File: src/rtl/bin_bcd_scan.sv
// bin_bcd_scan: 8-bit binary to 3-digit BCD converter (shift-and-add-3)
// with a free-running multiplexed 7-segment digit scanner.
//
// Handshake: start is a request sampled only while the FSM is IDLE
// (busy=0). A request seen while busy=1 is dropped, never queued. Each
// accepted request produces exactly one done pulse, registered in the
// cycle after the DONE state, and bcd changes only on that pulse.
module bin_bcd_scan #(
  parameter int unsigned SCAN_DIV = 4,
  parameter bit          BLANK    = 1'b1
) (
  input  logic        clk,
  input  logic        reset,
  input  logic        start,
  input  logic [7:0]  bin,
  output logic        busy,
  output logic        done,
  output logic [11:0] bcd,
  output logic [3:0]  digit,
  output logic [2:0]  an,
  output logic [1:0]  dbg_state
);

  // ------------------------------------------------------------------
  // Converter FSM
  // ------------------------------------------------------------------
  typedef enum logic [1:0] {
    S_IDLE  = 2'd0,
    S_SHIFT = 2'd1,
    S_DONE  = 2'd2
  } state_t;

  // Eight shift iterations, one per input bit.
  localparam logic [3:0] LAST_ITER = 4'd7;

  state_t      state;
  state_t      state_next;
  logic [7:0]  shift_reg;
  logic [11:0] scratch;
  logic [11:0] scratch_adj;
  logic [3:0]  iter;
  logic        accept;

  // A request is only honoured from IDLE; everywhere else it is ignored.
  assign accept = (state == S_IDLE) && start;

  // State register; reset aborts any conversion in flight.
  always_ff @(posedge clk) begin
    if (reset) begin
      state <= S_IDLE;
    end else begin
      state <= state_next;
    end
  end

  // Next-state decode and the busy flag.
  always_comb begin
    state_next = state;
    busy       = 1'b0;
    case (state)
      S_IDLE: begin
        if (start) begin
          state_next = S_SHIFT;
        end
      end
      S_SHIFT: begin
        busy = 1'b1;
        if (iter == LAST_ITER) begin
          state_next = S_DONE;
        end
      end
      S_DONE: begin
        busy       = 1'b1;
        state_next = S_IDLE;
      end
      default: begin
        state_next = S_IDLE;
      end
    endcase
  end

  assign dbg_state = state;

  // ------------------------------------------------------------------
  // Double-dabble datapath
  // ------------------------------------------------------------------

  // Add 3 to every scratch nibble that is 5 or more, ahead of the shift,
  // so the doubling carries correctly into the next decimal digit.
  always_comb begin
    scratch_adj = scratch;
    for (int n = 0; n < 3; n++) begin
      if (scratch[4*n +: 4] >= 4'd5) begin
        scratch_adj[4*n +: 4] = scratch[4*n +: 4] + 4'd3;
      end
    end
  end

  // Capture on accept, shift while converting.
  always_ff @(posedge clk) begin
    if (reset) begin
      shift_reg <= 8'd0;
      scratch   <= 12'd0;
      iter      <= 4'd0;
    end else begin
      case (state)
        S_IDLE: begin
          if (accept) begin
            shift_reg <= bin;
            scratch   <= 12'd0;
            iter      <= 4'd0;
          end
        end
        S_SHIFT: begin
          {scratch, shift_reg} <= {scratch_adj[10:0], shift_reg, 1'b0};
          iter                 <= iter + 4'd1;
        end
        default: begin
          iter <= iter;
        end
      endcase
    end
  end

  // Result register and done pulse: updated only while leaving DONE, so
  // bcd holds its old value for the whole conversion.
  always_ff @(posedge clk) begin
    if (reset) begin
      bcd  <= 12'd0;
      done <= 1'b0;
    end else begin
      done <= 1'b0;
      if (state == S_DONE) begin
        bcd  <= scratch;
        done <= 1'b1;
      end
    end
  end

  // ------------------------------------------------------------------
  // Display scanner (free-running, independent of the converter)
  // ------------------------------------------------------------------
  localparam logic [15:0] PRE_MAX = 16'(SCAN_DIV - 1);

  logic [15:0] prescale;
  logic [1:0]  idx;
  logic        pre_wrap;

  assign pre_wrap = (prescale == PRE_MAX);

  // Prescaler 0..SCAN_DIV-1 and digit index 0 -> 1 -> 2 -> 0 on each wrap.
  always_ff @(posedge clk) begin
    if (reset) begin
      prescale <= 16'd0;
      idx      <= 2'd0;
    end else begin
      if (pre_wrap) begin
        prescale <= 16'd0;
        idx      <= (idx == 2'd2) ? 2'd0 : idx + 2'd1;
      end else begin
        prescale <= prescale + 16'd1;
      end
    end
  end

  // Digit mux straight from registered bcd, so a new result shows at once.
  always_comb begin
    digit = bcd[3:0];
    case (idx)
      2'd1:    digit = bcd[7:4];
      2'd2:    digit = bcd[11:8];
      default: digit = bcd[3:0];
    endcase
  end

  logic hund_zero;
  logic tens_zero;

  assign hund_zero = (bcd[11:8] == 4'd0);
  assign tens_zero = (bcd[7:4] == 4'd0);

  // Digit enable: one-hot of the index, with optional leading-zero
  // blanking. The ones position is always lit; digit keeps showing the
  // nibble even when its enable is blanked.
  always_comb begin
    an = 3'b001;
    case (idx)
      2'd1: begin
        an = 3'b010;
        if (BLANK && hund_zero && tens_zero) begin
          an = 3'b000;
        end
      end
      2'd2: begin
        an = 3'b100;
        if (BLANK && hund_zero) begin
          an = 3'b000;
        end
      end
      default: begin
        an = 3'b001;
      end
    endcase
  end

endmodule
File: config.mk
export PLATFORM = sky130hd
export DESIGN_NAME = bin_bcd_scan
export DESIGN_NICKNAME = d
export VERILOG_FILES = /design/src/rtl/bin_bcd_scan.sv
export SDC_FILE = /design/constraint.sdc
export NUM_CORES = 1
export LEC_CHECK = 0
export CELL_PAD_IN_SITES_DETAIL_PLACEMENT = 0
export CELL_PAD_IN_SITES_GLOBAL_PLACEMENT = 1
export CORE_MARGIN = 2
export CORE_UTILIZATION = 45
export CTS_CLUSTER_DIAMETER = 100
export DETAILED_ROUTE_END_ITERATION = 10
export HOLD_SLACK_MARGIN = 0.12
export PLACE_DENSITY = 0.93
export SLEW_MARGIN = 30
export SYNTH_ARGS = -nofsm -noshare
export SYNTH_HDL_FRONTEND = slang
export SYNTH_SLANG_ARGS = --single-unit
export TNS_END_PERCENT = 30
File: constraint.sdc
create_clock -name clk -period 5.41 [get_ports clk]
set_clock_uncertainty 0.15 [all_clocks]
set_input_delay 1.082 -clock clk [delete_from_list [all_inputs] [get_ports clk]]
set_output_delay 1.082 -clock clk [all_outputs]
set_load 0.03 [all_outputs]
* Word-level counts from Yosys, hierarchy flattened
Index checks and enable logic that the tools add are counted.
Word-level totals: register bits 57, logic and storage cells 55, output and inout bits 23, bits of input ports 11
Operators by class: $lt $le $gt $ge 3, reductions and logical operators 10, add/subtract/negate cells 6, multiplexer cells 19, equal/unequal tests 9
Operator list (count):
- 12-bit case mux with 2 select lines | 1
- 16-bit by 1-bit adder with 16-bit output, second input constant | 1
- 16-bit by 2-bit equality test with 1-bit output, second input constant | 1
- 4-bit case mux with 2 select lines | 2
- 8-bit case mux with 2 select lines | 1
- 4-bit by 3-bit greater-or-equal comparator with 1-bit output, second input constant | 3
- 12-bit two-way mux | 1
- 4-bit two-way mux | 3
- 4-bit by 2-bit adder with 4-bit output, second input constant | 2
- 4-bit zero test | 2
- 2-bit two-way mux | 4
- 8-bit two-way mux | 1
- 3-bit two-way mux | 2
- 2-bit != test, second input constant | 3
- 3-bit case mux with 2 select lines | 1
- 4-bit by 1-bit adder with 4-bit output, second input constant | 1
- 2-bit by 1-bit equality test with 1-bit output, second input constant | 2
- 2-bit equality test, second input constant | 2
- 4-bit by 3-bit equality test with 1-bit output, second input constant | 1
- 2-bit case mux with 2 select lines | 1
- 2-bit AND reduction | 2
- 2-bit OR reduction | 2
- 3-bit by 2-bit adder with 3-bit output, second input constant | 1
- 2-bit by 1-bit adder with 2-bit output, second input constant | 1
- 4 further kinds | 6

* Depth between registers and ports, before layout
depth in word-level cells 4, mapped depth 8, gate-level depth less buffers 6

* Worst setup path before layout
OpenSTA, ideal clock, no wires.
path type reg2out, from reg idx[0], to out digit[0], data required time 4178 ps, path buffers 1, cell stages (with the launch flop) 6, arrival 1503 ps, setup slack 2675 ps, cells stage by stage dfxtp_1 -> inv_1 -> ha_1 -> clkbuf_1 -> nor2_1 -> a21oi_1
Between the ends: cells in the longest elaborated chain, start to end 2, elaborated cells on any way between the ends 3, those cells by class eq/ne: 2; mux: 1
Ends and longest elaborated chain:
- from (decl) | line 146 | logic [1:0] idx;
- from (signal assigned) | line 159 | idx <= (idx == 2'd2) ? 2'd0 : idx + 2'd1;
- 2-bit equality test / 2-bit by 1-bit equality test with 1-bit output (equally long branches) | line 169 | case (idx)
- 4-bit case mux with 2 select lines (*) | line 169
- to (decl) | line 19 | output logic [3:0] digit,
Mark *: on every way between the ends. The rest lies on a longest branch, timed or not.

* Final worst setup path
from reg idx[0], to out digit[3]
Same word-level chain as after synthesis.

==> summary.md <==
| Metric | Value |
|---|---|
| Status | `finished, final reports clean` |
| Largest register by flop count | `prescale` |
| Yosys warning count | `0` |
| Largest net degree at the start of global routing | `24` |
| Final Cycle Share | `0.6298` |
| DIE AREA | `0.006641 mm²` |
| Area growth syn-to-layout | `21.39%` |
| CTS Hold Bufs | `0` |
| Ant diodes | `0` |
| Critical path class | `reg2out` |
| Cell Rows | `28` |
| Post-Synth Simple-Gate Area | `0.2153` |
| Final Non-Filler Cells | `415` |
| All-Layer GR Usage | `0.1867` |
| PortBufs | `33` |
| Filler cells | `528` |
| Postcts setup bufs | `0` |
| Synth Flop Type | `dfxtp_1` |
| Largest register FFs | `16` |
| CTS max path bufs | `2` |
| Logic pwr share | `0.275` |
| Fin util | `0.5607` |
| Post-Syn Instances | `303` |
| Via density | `5.227` |
| Largest regs | `prescale (16), bcd (12), scratch (12)` |
| Placed insts | `399` |
| Ys async rst share | `0` |
| Maximum clock rate | `293.5 MHz` |
| Grt ovf | `0` |
| Seq pwr share | `0.393` |
| Antenna violations before repair | `0` |
| DRC Markers | `0` |
| Area taken by multi-input logic gates | `0.001440 mm²` |
| Area share of xor/xnor cells in the synthesized design | `0.06157` |
| Final Setup Violations | `0` |
| Fin crit period | `3.407 ns` |
| Slew @ Worst Pin | `0.7508 ns` |
| Critical Path RT | `4.18 ns` |
| Power Internal | `0.8506 mW` |
| Syn Std Cell Area | `0.002703 mm²` |
| Critical path peak fanout | `11` |
| Slew margin rel. | `0.4995` |
| Sequential-to-total area share from yosys stat | `0.4222` |
| H-Tree Level Count | `3` |
| Pwr/cell area | `380.4 mW/mm²` |
| Average wire per standard cell | `13.50 µm` |
| CTS tree | `built` |
| CP startpoint kind | `register` |
| Via count | `2169` |
| CTS resizes | `0` |
| Crit end category | `primary output` |
| Post-synthesis mux area share | `0.07407` |
| Mean Syn Cell Area | `8.919 µm²` |
| Net Sw Power | `0.3975 mW` |
| Clock Tree Root | `clkbuf_8` |
| Clk pin slew, worst setup/hold paths | `0.06 ns` |
| Clk pwr share | `0.332` |
| Switching portion of total power | `0.3184` |
| CTS Buf Count | `9` |
| Peak supply drop | `0.0001824 V` |
| Final Hold Fails | `0` |
| Synth Area in Adders | `0.06944` |
| Cell variety after synth | `41` |
| Drt first pass iters | `4` |
| Clk_lat worst skew | `0.34 ns` |
| Leakage | `1.252 nW` |
| Tot Pwr | `1.248 mW` |
| Critical path data arrival time | `2.18 ns` |
| RSZ-0062 raised after global routing | `no` |
| Final nets | `361` |
| Hold Path Class | `reg2reg` |
| Core area | `0.005851 mm²` |
| Dpl hpwl | `3913 µm` |
| Die Width | `81.50 µm` |
| FF+latch count, synth | `57` |
| Largest family of logic cells by synthesized area | `simple AND/OR/NAND/NOR gates` |
| Placer congestion estimate | `0.7643` |
| Synth Net Count | `329` |
| Number of global-route vias before repair | `1998` |
| Post-Route WL | `5603 µm` |
| Number of routed nets with antenna violations | `0` |
| IO Pins | `34` |
| Synth Area in Compound Gates | `0.1111` |
| Initial Util | `0.4619` |
| Max-cap violations | `0` |
| Number of flops mapped to enable cells by yosys | `0` |
| Share of cells above drive strength 1 | `0.06765` |
| DRT iter0 DRCs | `81` |
| Register area | `0.001141 mm²` |
| Sink Count | `57` |
| First-pass GRT wire length | `9349 µm` |
| Final-report max-slew violation count | `0` |
| Setup tns final | `0 ns` |
| Die Ht | `81.50 µm` |
==> critical path, stage by stage, from the launching register on <==
cell	delay [ns]
dfxtp_1	0.38
inv_1	0.08
ha_1	0.47
nor2_1	0.08
a21oi_1	0.13
clkdlybuf4s50_1	0.69
==> synthesized netlist by cell type (6+ instances only) <==
cell      count  area share
a21oi_1      12       0.022
clkbuf_1      6      0.0083
o22ai_1       7       0.016
dfxtp_1      57        0.42
a22o_1        6       0.019
mux2i_1      20       0.074
nor2_1       61       0.085
nor3_1       14       0.026
xnor2_1      16       0.052
a22oi_1       7       0.019
inv_1        16       0.022
nand2_1       8       0.011
ha_1         15       0.069
==> per-layer routing <==
layer	track usage	routed length, µm	vias up
met5	0	0	-
met4	0.09661	131	0
met3	0.05275	240	13
met2	0.2738	2498	32
met1	0.2497	2733	1017
li1	-	-	1107
==> final cells by class <==
type	instances	share of cell area
Clock buffer	14	0.05263
Clock inverter	2	0.01068
Inverter	16	0.01831
Multi-Input combinational cell	217	0.4390
Sequential cell	57	0.3478
Tap cell	75	0.02860
Timing Repair Buffer	34	0.1030
==> logic make-up after synthesis <==
group | count (synthesis)
muxes | 20
buffers and inverters | 29
AOI/OAI and AO/OA | 44
xor gates and xnor gates | 19
DFF | 57
and+or+nand+nor | 119
adders and majority gates | 15
==> placed cells by master (no fill, tap or decap), types with 2 or more instances in the layout <==
cell / instances
o21ai_0: 4
or4_1: 2
o22ai_1: 7
nor2b_1: 2
mux2i_1: 19
xor2_1: 3
ha_1: 15
nand4_1: 3
nor2_1: 61
or3_1: 2
a22o_1: 6
nand3b_1: 2
nand3_1: 5
dfxtp_1: 57
a32oi_1: 3
nor4_1: 5
clkbuf_1: 2
nor3_1: 14
a21oi_1: 12
nand2_1: 8
clkbuf_8: 12
nand2b_1: 5
a31o_2: 3
inv_1: 16
clkdlybuf4s50_1: 33
a22oi_1: 7
xnor2_1: 16
==> metrics by stage <==
stage | hold WS (ns) | cell area, µm² | worst slack (ns)
floorplan | 0.2799 | 2703 | 2.675
global placement | 0.2928 | 3069 | 2.424
detailed placement | 0.3093 | 3069 | 2.374
CTS | 0.3249 | 3277 | 1.993
global route | 0.3535 | 3281 | 1.839
finish | 0.3183 | 3281 | 2.003
==> final timing paths <==
path / start / end / cells after the start / slack, ns
hold reg to reg: prescale[0]$_SDFF_PP0_ / prescale[0]$_SDFF_PP0_ / 1 / 0.32
setup / recovery: idx[0]$_SDFFE_PP0N_ / digit[3] / 5 / 2.00
hold / removal: prescale[0]$_SDFF_PP0_ / prescale[0]$_SDFF_PP0_ / 1 / 0.32
setup reg to reg: dbg_state[1]$_SDFFE_PP0P_ / iter[2]$_SDFFE_PP0P_ / 6 / 3.38
==> power groups by stage <==
stage / registers, mW / clock network, mW / logic [mW]
floorplan: 0.507 / 0 / 0.251
global placement: 0.498 / 0 / 0.334
detailed placement: 0.499 / 0 / 0.340
CTS: 0.491 / 0.420 / 0.340
global route: 0.495 / 0.441 / 0.381
finish: 0.491 / 0.414 / 0.344
No activity file was read; power rests on OpenSTA's default activity.
